$ cat src/rtl/uart_pkg.sv
// Shared UART package: byte width and byte type used by the rx/tx blocks and the rx FIFO.
package uart_pkg;

  localparam int UART_DATA_W = 8;

  typedef logic [UART_DATA_W-1:0] uart_byte_t;

endpackage

$ cat src/rtl/uart_fifo_mem.sv
// Byte storage for the UART rx FIFO: one synchronous write port, one asynchronous read port.
// Contents are deliberately not reset; validity is tracked by the FIFO pointers.
module uart_fifo_mem
  import uart_pkg::*;
#(
  parameter int DEPTH = 16,
  localparam int AW = $clog2(DEPTH)
) (
  input  logic                   clk,
  input  logic                   we,
  input  logic [AW-1:0]          waddr,
  input  logic [UART_DATA_W-1:0] wdata,
  input  logic [AW-1:0]          raddr,
  output logic [UART_DATA_W-1:0] rdata
);

  uart_byte_t mem_q [DEPTH];

  // Write port: a byte lands in its slot on the edge of an accepted push.
  always_ff @(posedge clk) begin
    if (we) begin
      mem_q[waddr] <= wdata;
    end
  end

  assign rdata = mem_q[raddr];

endmodule

$ cat src/rtl/uart_rx_fifo.sv
// Show-ahead receive FIFO behind the UART receiver; it never stalls the receiver and drops on full.
// Optional feature: define UART_RX_FIFO_LEVEL_EN to add the out_level occupancy output.
module uart_rx_fifo
  import uart_pkg::*;
#(
  parameter int DEPTH = 16
) (
  input  logic                   uart_clk,
  input  logic                   uart_rst_n,
  input  logic [UART_DATA_W-1:0] in_data,
  input  logic                   in_valid,
  output logic                   in_ready,
  output logic [UART_DATA_W-1:0] out_data,
  output logic                   out_valid,
  input  logic                   out_ready,
  output logic                   full,
  output logic                   overflow,
`ifdef UART_RX_FIFO_LEVEL_EN
  output logic [$clog2(DEPTH):0] out_level,
`endif
  input  logic                   overflow_clr
);

  localparam int AW = $clog2(DEPTH);
  localparam logic [AW:0] PTR_ONE = (AW+1)'(1);

  logic [AW:0]            wr_ptr_q, wr_ptr_d;
  logic [AW:0]            rd_ptr_q, rd_ptr_d;
  logic                   in_ready_q, in_ready_d;
  logic                   overflow_q, overflow_d;
  logic                   empty_s, full_s;
  logic                   push_s, pop_s, wr_en_s, drop_s;
  logic [UART_DATA_W-1:0] rd_data_s;

  // Pointer, flag and handshake decode from registered state plus this cycle's requests.
  always_comb begin
    empty_s    = (wr_ptr_q == rd_ptr_q);
    full_s     = (wr_ptr_q[AW] != rd_ptr_q[AW]) && (wr_ptr_q[AW-1:0] == rd_ptr_q[AW-1:0]);
    push_s     = in_valid && in_ready_q;
    pop_s      = !empty_s && out_ready;
    // At full a same-cycle pop frees the slot being overwritten, so the push is kept.
    wr_en_s    = push_s && (!full_s || pop_s);
    drop_s     = push_s && full_s && !pop_s;
    wr_ptr_d   = wr_ptr_q;
    rd_ptr_d   = rd_ptr_q;
    in_ready_d = 1'b1;
    overflow_d = overflow_q;

    if (wr_en_s) begin
      wr_ptr_d = wr_ptr_q + PTR_ONE;
    end else begin
      wr_ptr_d = wr_ptr_q;
    end

    if (pop_s) begin
      rd_ptr_d = rd_ptr_q + PTR_ONE;
    end else begin
      rd_ptr_d = rd_ptr_q;
    end

    // A drop outranks a clear in the same cycle so no loss goes unreported.
    if (drop_s) begin
      overflow_d = 1'b1;
    end else if (overflow_clr) begin
      overflow_d = 1'b0;
    end else begin
      overflow_d = overflow_q;
    end
  end

  // State registers; the storage array itself is left unreset.
  always_ff @(posedge uart_clk or negedge uart_rst_n) begin
    if (!uart_rst_n) begin
      wr_ptr_q   <= '0;
      rd_ptr_q   <= '0;
      in_ready_q <= 1'b0;
      overflow_q <= 1'b0;
    end else begin
      wr_ptr_q   <= wr_ptr_d;
      rd_ptr_q   <= rd_ptr_d;
      in_ready_q <= in_ready_d;
      overflow_q <= overflow_d;
    end
  end

  uart_fifo_mem #(
    .DEPTH (DEPTH)
  ) u_mem (
    .clk   (uart_clk),
    .we    (wr_en_s),
    .waddr (wr_ptr_q[AW-1:0]),
    .wdata (in_data),
    .raddr (rd_ptr_q[AW-1:0]),
    .rdata (rd_data_s)
  );

  // Head byte is masked while empty so stale storage never leaks out after reset.
  always_comb begin
    if (empty_s) begin
      out_data = '0;
    end else begin
      out_data = rd_data_s;
    end
  end

  assign in_ready  = in_ready_q;
  assign out_valid = !empty_s;
  assign full      = full_s;
  assign overflow  = overflow_q;

`ifdef UART_RX_FIFO_LEVEL_EN
  assign out_level = wr_ptr_q - rd_ptr_q;
`endif

endmodule

$ cat config.mk
export PLATFORM = sky130hd
export DESIGN_NAME = uart_rx_fifo
export DESIGN_NICKNAME = d
export VERILOG_FILES = /design/src/rtl/uart_pkg.sv /design/src/rtl/uart_fifo_mem.sv /design/src/rtl/uart_rx_fifo.sv
export SDC_FILE = /design/constraint.sdc
export NUM_CORES = 1
export LEC_CHECK = 0
export CAP_MARGIN = 20
export CORE_ASPECT_RATIO = 0.8
export CORE_MARGIN = 8
export CORE_UTILIZATION = 50
export CTS_CLUSTER_DIAMETER = 30
export DETAILED_ROUTE_END_ITERATION = 10
export GPL_TIMING_DRIVEN = 0
export PLACE_DENSITY = 0.77
export SETUP_SLACK_MARGIN = 0.1
export SLEW_MARGIN = 20
export SYNTH_ARGS = -nofsm -noshare
export SYNTH_HDL_FRONTEND = slang
export SYNTH_SLANG_ARGS = --single-unit
$ cat constraint.sdc
create_clock -name uart_clk -period 3.5 [get_ports uart_clk]
set_input_delay 0.875 -clock uart_clk [delete_from_list [all_inputs] [get_ports uart_clk]]
set_output_delay 0.875 -clock uart_clk [all_outputs]
set_load 0.01 [all_outputs]
After elaboration in Yosys (flattened, before gate mapping)
Memories as Yosys holds them, arrays and structs flattened.
Index checks and enable logic that the tools add are counted.
{ "totals": {"ramBits": 128, "reg_bits": 12, "word_cells": 26, "memories": 1, "out_inout_bits": 12} }
{ "classes": {"addsub": 2, "reduce_logical": 11, "muxes": 5, "n_eq_ne": 3} }
{ "mem_list": {"columns": ["name", "words", "word_bits", "rd", "rd_clocked_by_memory_dff", "wr", "line", "text"], "rows": [
  ["u_mem.mem_q", 16, 8, 1, 0, 1, "uart_fifo_mem.sv:17", "uart_byte_t mem_q [DEPTH];"]
]} }
{ "ops": {"columns": ["op", "n"], "rows": [
  ["5-bit by 1-bit adder with 5-bit output (second input constant)", 2],
  ["8-bit 2-to-1 mux", 1],
  ["1-bit logical AND", 6],
  ["5-bit == test", 1],
  ["4-bit == test", 1],
  ["1-bit 2-to-1 mux", 4],
  ["1-bit zero test", 3],
  ["2-bit nonzero test", 1],
  ["1-bit logical OR", 1],
  ["1-bit != test", 1]
]} }

Longest topological paths before layout
{ "depth": {"ltp_word": 7, "mapped_depth": 7, "depth_no_buf": 5} }

By module
From an unflattened synthesis, not the netlist that was laid out.
{ "unflattened": {"cells_unflattened": 278, "area_unflattened_um2": 5645.4} }
{ "by_module_without_submodules": {"columns": ["module", "cells_per_inst", "area_each_um2", "n_inst", "seq_area_each_um2"], "rows": [
  ["uart_fifo_mem", 221, 4987.3, 1, 3843.7],
  ["uart_rx_fifo", 57, 658.1, 1, 300.3]
]} }

Worst setup path after synthesis
Ideal clock, no wire load.
{ "synth_timing": {"kind": "register to output", "startpoint": "register rd_ptr_q[0]", "endpoint": "output out_data[3]", "arrival_time_ps": 1596, "stages_incl_launch_ff": 6, "t_required_ps": 2625, "slack_ps": 1029, "path_cell_list": "dfrtp_1 buf_6 buf_2 mux4_2 a22oi_1 a21oi_1"} }
{ "synth_between": {"elab_chain_len": 2, "elab_cells_between_ends": 3} }
{ "synth_lines": {"columns": ["element", "line", "text"], "rows": [
  ["start: declaration", "uart_rx_fifo.sv:28", "logic [AW:0] rd_ptr_q, rd_ptr_d;"],
  ["start signal: assignment", "uart_rx_fifo.sv:80", "rd_ptr_q <= rd_ptr_d;"],
  ["memory read 16 x 8 bit / 5-bit == test (equally long branches)", null, null],
  ["8-bit 2-to-1 mux (*)", "uart_rx_fifo.sv:99", "if (empty_s) begin"],
  ["end: declaration", "uart_rx_fifo.sv:13", "output logic [UART_DATA_W-1:0] out_data,"]
]} }
Mark *: on every way between the ends. The rest lies on a longest branch, timed or not.

Worst setup path in the final report
{ "layout_timing": {"startpoint": "register rd_ptr_q[0]", "endpoint": "output out_data[1]"} }
Same word-level chain as after synthesis.

==> metrics.yaml <==
global_routing:
  grt_pass1_wl_mm: 17.4
  grt_usage: 0.166
  grt_pass1_vias: 3074
  antenna_found_initial: 0
  met3_usage: 0.0648
  top_usage_layer: "met2"
  grtUsageMet2: 0.270
  overflow: 0
  grt_util_met1: 0.201
  grt_max_degree: 17
synth:
  synth_commonest_cells: "128 x edfxtp_1, 32 x mux4_2, 16 x a22oi_1"
  synth_seq_area_share: 0.745
  syn_nets: 297
  synth-seq-cells: 140
  ys_warn_count: 0
  ys.flop_type: "edfxtp_1"
  synthCells: 279
  synth_top_cell_by_area: "edfxtp_1"
  synth-edff-count: 128
  synth_most_common_cell: "edfxtp_1"
  post_synth.cell_area_avg_um2: 19.9
  yosysTopAreaCellShare: 0.691
  async_flop_share: 0.0857
  synth_area_mm2: 0.00557
  synth.distinct_cells: 30
  netlist_top_cells_area: "edfxtp_1 69%, mux4_2 13%, dfrtp_1 5.4%"
cts:
  clk_latency_ns: 0.41
  clock_path_buffers: 2
  htreeDepth: 4
  cts.clk_slew.worst_paths_ns: 0.05
  root_buffer: "clkbuf_16"
  cts_tree: "done"
  cts_buffers: 17
  clkSinkCount: 140
timing:
  slew_violations: 0
  rsz0062_at_grt: "true"
  setup_ws_ns: 0.147
  fmaxAchievable_mhz: 298
  setup_tns_ns: 0
  setup_viol: 0
  hold_viol: 0
  min_period_ns: 3.35
  whs_ns: 0.489
  maxSlewHeadroom: 0.548
  period_share: 0.958
  finClkSkew_ns: 0.00579
  worstMarginPinSlew_ns: 0.675
flow_run:
  max-cap-violations: 0
placement:
  port_buffers: 24
  dp_cells: 447
  place_congestion: 0.791
  detailedPlace.worstSlack_ns: 0.149
  place_hpwl_mm: 7.11
  dpl_cell_area_mm2: 0.00599
setup_path:
  timing.rr.start: "rd_ptr_q[0]"
  startpoint: "rd_ptr_q[0]"
  cp.arrival_ns: 2.48
  cp_max_fo: 10
  r2r_setup_slack_ns: 1.09
  r2r_cells: 7
  worstPathRequired_ns: 2.62
  start_kind: "flop"
  timing.rr.end: "u_mem.mem_q[6][7]"
  crit_path_end_kind: "primary output"
  crit_type: "flop to primary output"
power:
  p_comb_frac: 0.314
  ir_drop_v: 0.000473
  switching_power_mw: 1.63
  pwr-share-seq: 0.368
  power_mw: 5.54
  leakagePower_nw: 2.30
  p_clk_frac: 0.318
  powerDensity_mw_per_mm2: 831
  swShare: 0.294
  p_int_mw: 3.91
finish:
  nFillCells: 767
  stdcell_count: 480
  area_growth_pct: 19.6
  drive_gt1_frac: 0.256
  diodes: 0
  fin_util: 0.614
  nets: 341
  post-route-cell-area_mm2: 0.00666
detailed_routing:
  drt-total-wl_mm: 11.0
  vias: 2764
  first_iter_violations: 238
  dr.pass1.iters: 5
  viasPerCell: 5.76
  route.detailed.drc: 0
  wl_per_cell_um: 22.9
  ant_nets: 0
floorplanning:
  dieArea_mm2: 0.0148
  die_w_um: 134
  core_area_mm2: 0.0108
  fp.dieH_um: 110
  start_util: 0.513
  io_pins: 25
  num_rows: 34
hold_path:
  min_path_cells: 1
  hold_start: "wr_ptr_q[4]"
  min_to: "wr_ptr_q[4]"
  hold_class: "flop to flop"
run_status:
  status: "completed"
[routing by layer]
metal | up-vias | wire length (µm)
met5 | - | 0
met4 | 0 | 161
met2 | 84 | 5560
met3 | 15 | 858
met1 | 1445 | 4430
li1 | 1220 | -
[how the worst max path moves through the flow]
stage	slack [ns]	cells after the start	end
2_1_floorplan	1.03	5	out_data[3]
5_1_grt	0.02	6	out_data[1]
3_5_place_dp	0.15	6	out_data[1]
6_report	0.15	6	out_data[1]
4_1_cts	0.1	6	out_data[7]
3_3_place_gp	0.10	6	u_mem.mem_q[3][4]
[kinds of logic (layout without fill, tap and decap cells)]
family	Yosys count	after routing	share of synthesized area
muxes	33	33	0.132
and+or+nand+nor	39	39	0.0414
other	1	1	0.000674
buffers and inverters	21	78	0.0180
xor gates and xnor gates	13	13	0.0205
adders and majority gates	5	5	0.0112
AOI/OAI and AO/OA	27	27	0.0321
DFF	140	140	0.745
[placed cells by master, fill, tap and decap left out, drive strengths merged]
master         synthesis  final
nand4                  2      2
clkinvlp               0      3
a22o                   1      1
nor4                   1      1
dfrtp                 12     12
clkbuf                 6     25
and2                   3      3
xor2                   8      8
nor3b                  1      1
inv                    4      4
ha                     5      5
xnor2                  5      5
nand2b                 1      1
nor2b                  5      5
and3                  15     15
buf                   11     10
nor2                   6      6
o21ai                  1      1
bufinv                 0      3
a21oi                  9      9
clkdlybuf4s50          0     17
conb                   1      1
mux4                  32     32
nor3                   1      1
mux2                   1      1
dlygate4sd2            0      5
nand2                  4      4
dlymetal6s2s           0      2
edfxtp               128    128
clkinv                 0      9
a22oi                 16     16
[registers in the layout, summed over array words and instances, names as in the netlist]
register,cells
rd_ptr_q,5
wr_ptr_q,5
u_mem.mem_q,128
overflow,1
in_ready,1
[final cells by class]
cell class                      instances  area [µm²]  share of cell area
Tap cell                              144         180              0.0271
Multi-Input combinational cell        118        1350               0.203
Buffer                                 17         139              0.0209
Clock inverter                         15         155              0.0233
Clock buffer                           17         425              0.0639
Timing Repair Buffer                   25         246              0.0370
Inverter                                4        15.0             0.00225
Sequential cell                       140        4140               0.622
[power groups by stage]
stage	logic (mW)	registers, mW	clock network, mW
2_1_floorplan	1.08	2.05	0
3_3_place_gp	1.65	2.06	0
3_5_place_dp	1.68	2.07	0
4_1_cts	1.75	2.04	1.77
5_1_grt	1.90	2.05	1.85
6_report	1.74	2.04	1.76
[critical path, cell delays in order (launching register included)]
cell and delay (ns):
dfrtp_1 0.38, buf_8 0.17, buf_12 0.16, mux4_2 0.53, a22oi_2 0.21, a21oi_1 0.11, clkdlybuf4s50_1 0.49
[what timing repair did]
item,CTS,global route
buffers inserted,0,1
hold buffers,0,0
pin swaps,0,2
resized for setup,27,4
endpoints found under the setup margin,8,4
cloned,0,0
(Power assumes the default switching activity.)
